**config.mk**
```make
export PLATFORM = sky130hd
export DESIGN_NAME = wragent_arbiter
export DESIGN_NICKNAME = d
export VERILOG_FILES = /design/src/rtl/wragent_arbiter.sv
export SDC_FILE = /design/constraint.sdc
export NUM_CORES = 1
export LEC_CHECK = 0
export ABC_AREA = 1
export CORE_MARGIN = 1
export CORE_UTILIZATION = 25
export CTS_CLUSTER_DIAMETER = 150
export DETAILED_ROUTE_END_ITERATION = 10
export PLACE_DENSITY = 0.55
export SLEW_MARGIN = 10
export SYNTH_ARGS = -nofsm -noshare
export SYNTH_HDL_FRONTEND = slang
export SYNTH_SLANG_ARGS = --single-unit
```
**constraint.sdc**
```tcl
create_clock -name aclk -period 4.2 [get_ports aclk]
set_clock_uncertainty 0.2 [all_clocks]
set_input_delay 0.84 -clock aclk [delete_from_list [all_inputs] [get_ports aclk]]
set_output_delay 0.84 -clock aclk [all_outputs]
set_load 0.01 [all_outputs]
```
**src/rtl/wragent_arbiter.sv**
```systemverilog
// Round-robin arbiter merging NB_WRAGENT write agents onto one registered RAM write port.
// Define WRAGENT_ARBITER_BURST_EN to let an agent keep the port for up to MAX_BURST beats.
module wragent_arbiter #(
  parameter int ADDR_WIDTH   = 8,
  parameter int DATA_WIDTH   = 32,
  parameter int NB_WRAGENT   = 4,
  parameter int SELECT_WIDTH = (NB_WRAGENT == 1) ? 1 : $clog2(NB_WRAGENT),
  parameter int MAX_BURST    = 4
) (
  input  logic                             aclk,
  input  logic                             aresetn,
  input  logic [NB_WRAGENT-1:0]            wren,
  input  logic [NB_WRAGENT*ADDR_WIDTH-1:0] wraddr,
  input  logic [NB_WRAGENT*DATA_WIDTH-1:0] wrdata,
  output logic [NB_WRAGENT-1:0]            wrrdy,
  output logic                             mem_wren,
  output logic [ADDR_WIDTH-1:0]            mem_wraddr,
  output logic [DATA_WIDTH-1:0]            mem_wrdata,
  output logic [SELECT_WIDTH-1:0]          mem_wrsel,
  output logic                             dbg_hold
);

`ifdef WRAGENT_ARBITER_BURST_EN
  localparam bit BURST_EN = 1'b1;
`else
  localparam bit BURST_EN = 1'b0;
`endif

  localparam int                      CNT_WIDTH = $clog2(MAX_BURST + 1);
  localparam logic [CNT_WIDTH-1:0]    CNT_MAX   = CNT_WIDTH'(MAX_BURST);
  localparam logic [SELECT_WIDTH-1:0] LAST_IDX  = SELECT_WIDTH'(NB_WRAGENT - 1);

  typedef enum logic {IDLE = 1'b0, HOLD = 1'b1} state_t;

  state_t                  state;
  logic [SELECT_WIDTH-1:0] ptr;
  logic [SELECT_WIDTH-1:0] owner;
  logic [CNT_WIDTH-1:0]    cnt;

  logic                    gnt_valid;
  logic                    gnt_keep;
  logic [SELECT_WIDTH-1:0] gnt_idx;
  logic [SELECT_WIDTH-1:0] cand;

  function automatic logic [SELECT_WIDTH-1:0] next_idx(input logic [SELECT_WIDTH-1:0] k);
    return (k == LAST_IDX) ? '0 : k + 1'b1;
  endfunction

  // Handshake: agent i offers a beat with wren[i]; the beat transfers in the cycle
  // wren[i] && wrrdy[i]; wrrdy is one-hot or zero and only ever follows a high wren.
  always_comb begin
    gnt_valid = 1'b0;
    gnt_keep  = 1'b0;
    gnt_idx   = '0;
    cand      = ptr;
    if (state == HOLD && wren[owner] && cnt < CNT_MAX) begin
      gnt_valid = 1'b1;
      gnt_keep  = 1'b1;
      gnt_idx   = owner;
    end else begin
      // ptr already points past the owner, so a released burst searches the others first
      for (int i = 0; i < NB_WRAGENT; i++) begin
        if (!gnt_valid && wren[cand]) begin
          gnt_valid = 1'b1;
          gnt_idx   = cand;
        end
        cand = next_idx(cand);
      end
    end
  end

  always_comb begin
    wrrdy = '0;
    if (aresetn && gnt_valid) wrrdy[gnt_idx] = 1'b1;
  end

  assign dbg_hold = (state == HOLD);

  always_ff @(posedge aclk or negedge aresetn) begin
    if (!aresetn) begin
      state      <= IDLE;
      ptr        <= '0;
      owner      <= '0;
      cnt        <= '0;
      mem_wren   <= 1'b0;
      mem_wraddr <= '0;
      mem_wrdata <= '0;
      mem_wrsel  <= '0;
    end else begin
      mem_wren <= gnt_valid;
      if (gnt_valid) begin
        mem_wraddr <= wraddr[int'(gnt_idx)*ADDR_WIDTH +: ADDR_WIDTH];
        mem_wrdata <= wrdata[int'(gnt_idx)*DATA_WIDTH +: DATA_WIDTH];
        mem_wrsel  <= gnt_idx;
      end
      if (gnt_keep) begin
        cnt <= cnt + 1'b1;
      end else if (gnt_valid) begin
        ptr <= next_idx(gnt_idx);
        if (BURST_EN && MAX_BURST > 1) begin
          state <= HOLD;
          owner <= gnt_idx;
          cnt   <= CNT_WIDTH'(1);
        end else begin
          state <= IDLE;
          cnt   <= '0;
        end
      end else begin
        state <= IDLE;
        cnt   <= '0;
      end
    end
  end

endmodule

```
==> flow_metrics.env, run 1 <==
export IMPL_status="completed"
export IMPL_p_per_area_nw_per_um2=987
export IMPL_slowest_stage="clkdlybuf4s50_1"
export IMPL_synth_warnings=2
export IMPL_grtUsageTotal_pct=19.0
export IMPL_ys_seq_area_share_pct=28.1
export IMPL_min_path_cells=2
export IMPL_clk_pin_slew_ns=0.06
export IMPL_grt_antenna_before_repair=1
export IMPL_synth_top_cell_by_area="nand2_1"
export IMPL_rsz0062_at_grt="no"
export IMPL_path_cells="clkdlybuf4s50_1, inv_2, nand2_1, nand3_1, nand2_2, nor2_8, nand3_1, nand3_2, buf_4, nor3_1, clkdlybuf4s50_1"
export IMPL_rr_worst_depth=15
export IMPL_root_buffer="clkbuf_16"
export IMPL_first_pass_iters=4
export IMPL_cp_max_fo=11
export IMPL_hold_viol_final=0
export IMPL_setup_slack_ns=0.168
export IMPL_final_seq_area_um2=1130
export IMPL_dpl_cell_count=1073
export IMPL_slew_headroom_pct=39.0
export IMPL_cp_top_family="buffers and inverters"
export IMPL_synthCells=689
export IMPL_leakage_nw=3.35
export IMPL_die_area_um2=16500
export IMPL_grt_pass1_wl_um=24600
export IMPL_crit_path_start_kind="primary input"
export IMPL_vias_per_cell=4.52
export IMPL_clockBufferDepth=2
export IMPL_peakVddDrop_mv=0.447
export IMPL_io_buffers=212
export IMPL_dp_hpwl_um=9850
export IMPL_numCtsBuffers=5
export IMPL_pin_count=214
export IMPL_min_path_type="register to register"
export IMPL_fill_cells=1713
export IMPL_diodes=0
export IMPL_route_detailed_drc=0
export IMPL_start_util_pct=26.0
export IMPL_drv_slew=0
export IMPL_grt_ovfl_total=0
export IMPL_htree_levels=2
export IMPL_cp_depth=11
export IMPL_clock_sinks=45
export IMPL_syn2layout_area_growth_pct=59.5
export IMPL_final_util_pct=41.4
export IMPL_clk_latency_ns=0.29
export IMPL_layout_drive_gt1_share_pct=4.60
export IMPL_cp_end_kind="output pin"
export IMPL_worst_pin_slew_ns=0.915
export IMPL_instances_no_fill=1080
export IMPL_via_count=4878
export IMPL_post_route_min_period_ns=4.03
export IMPL_worst_setup_path_type="primary input to output pin"
export IMPL_netlist_top_cells_area="nand2_1 32%, dfrtp_1 28%, nand4_1 13%, inv_1 8.1%, nand3_1 5.9%"
export IMPL_crit_path_max_incr_delay_ns=0.57
export IMPL_die_h_um=129
export IMPL_multiInputGateArea_um2=2290
export IMPL_hold_slack_ns=0.280
export IMPL_final_nets=1038
export IMPL_antenna_left=0
export IMPL_crit_arrival_ns=2.99
export IMPL_wl_um=15400
export IMPL_finalPower_mw=6.31
export IMPL_synth_top_area_share_pct=32.3
export IMPL_grt_pass1_vias=4831
export IMPL_max_freq_mhz=248
export IMPL_finalSetupViolCount=0
export IMPL_core_um2=15400
export IMPL_finalSetupTns_ns=0
export IMPL_ys_ff_latch=45
export IMPL_cap_violations=0
export IMPL_placed_area_um2=6220
export IMPL_cts_tree="done"
export IMPL_rows=45
export IMPL_syn_nets=858
export IMPL_gp_congestion=0.859
export IMPL_die_w_um=129
export IMPL_pre_cts_ws_ns=0.135
export IMPL_drt_iter0_drc=165
export IMPL_syn_area_um2=4010
export IMPL_critPathBufInv=4
export IMPL_fin_crit_sh_pct=96.0
export IMPL_required_ns=3.16
export IMPL_grt_max_degree=82
export IMPL_wl_per_cell_um=14.3
export IMPL_final_area_um2=6390
export IMPL_syn_avg_cell_area_um2=5.82
export IMPL_synth_cell_types=26
[registers in the layout, indices dropped and copies added, names as in the netlist]
name / cells
mem_wrsel: 2
mem_wrdata: 32
mem_wren: 1
mem_wraddr: 8
ptr: 2
[timing repair]
item,4_1_cts,5_1_grt
buffers inserted,0,0
setup endpoints to repair,0,3
gates resized for setup,0,3
hold buffers,0,0
[area by class of cell]
class	instances	area share, %
tap	211	4.13
clock inverter	2	0.548
timing repair buffer	223	34.4
inverter	94	5.52
sequential	45	17.6
multi-input combinational	500	35.8
clock buffer	5	1.96
[where the power goes]
group	total (mW)	switching (mW)	internal, mW	leakage, nW
registers	0.848	0.125	0.724	0.539
clock network	0.454	0.177	0.277	0.0797
logic	5.01	3.18	1.83	2.73
[layer usage]
metal | vias to the layer above | part of all wire [%] | global-route usage [%]
met5 | - | 0.084 | 0
met4 | 2 | 1.3 | 4.22
met3 | 15 | 8.7 | 5.45
met2 | 168 | 47 | 34.3
met1 | 2181 | 43 | 22.2
li1 | 2512 | - | -
[final timing paths]
kind | startpoint | end | slack [ns]
worst max-delay path | wren[3] | wrrdy[1] | 0.17
worst min-delay path | mem_wrdata[21] | mem_wrdata[21] | 0.28
worst max register to register | ptr[0] | mem_wrdata[2] | 0.90
worst min register to register | mem_wrdata[21] | mem_wrdata[21] | 0.28
max in group asynchronous | aresetn | mem_wrdata[29] | 2.89
min in group asynchronous | aresetn | mem_wrdata[13] | 0.49
[worst register-to-register path, stage by stage (launching register included)]
cell,delay (ns)
dfrtp_1,0.46
ha_2,0.23
nor2_2,0.25
nand2_1,0.12
nand3_1,0.15
nand2_4,0.09
nor2_8,0.14
nand4_1,0.11
nand3_2,0.14
buf_4,0.42
inv_2,0.33
buf_4,0.31
nand2_1,0.09
nand2_1,0.05
nand2_1,0.05
nand2_1,0.05
[kinds of logic after synthesis]
kind of cell / count (synthesis) / share of synthesized area [%]
compound gates: 5 / 0.968
fa+ha+maj: 3 / 0.937
buf+inv: 144 / 15.4
flops: 45 / 28.1
other cells: 1 / 0.0936
simple gates: 491 / 54.5
[cells in the final DEF, fill, tap and decap left out, drive strengths merged]
master | Yosys | layout
clkdlybuf4s50 | 0 | 210
o21a | 1 | 1
nor2 | 9 | 9
nor3 | 2 | 2
dlymetal6s2s | 0 | 1
a21oi | 2 | 2
conb | 1 | 1
nand3 | 50 | 50
buf | 27 | 12
dfrtp | 45 | 45
bufinv | 0 | 1
nand2 | 348 | 348
ha | 3 | 3
clkbuf | 23 | 5
nand4 | 82 | 82
o21ai | 2 | 2
inv | 94 | 94
clkinv | 0 | 1
[cells in the mapped netlist (all sizes together)]
master and n:
clkbuf 23, buf 27, ha 3, nor3 2
nand3 50, nand4 82, inv 94, a21oi 2
conb 1, nand2 348, dfrtp 45, nor2 9
o21ai 2, o21a 1
Note: power is estimated with default switching activity, not from simulation.
==> inputs of run 2 (changes only) <==
--- a/config.mk
+++ b/config.mk
@@ -6,7 +6,6 @@
 export NUM_CORES = 1
 export LEC_CHECK = 0
 export ABC_AREA = 1
-export CORE_MARGIN = 1
 export CORE_UTILIZATION = 25
 export CTS_CLUSTER_DIAMETER = 150
 export DETAILED_ROUTE_END_ITERATION = 10
==> results of run 2 <==
No change in the layout: final DEF, timing and power equal those of run 1.
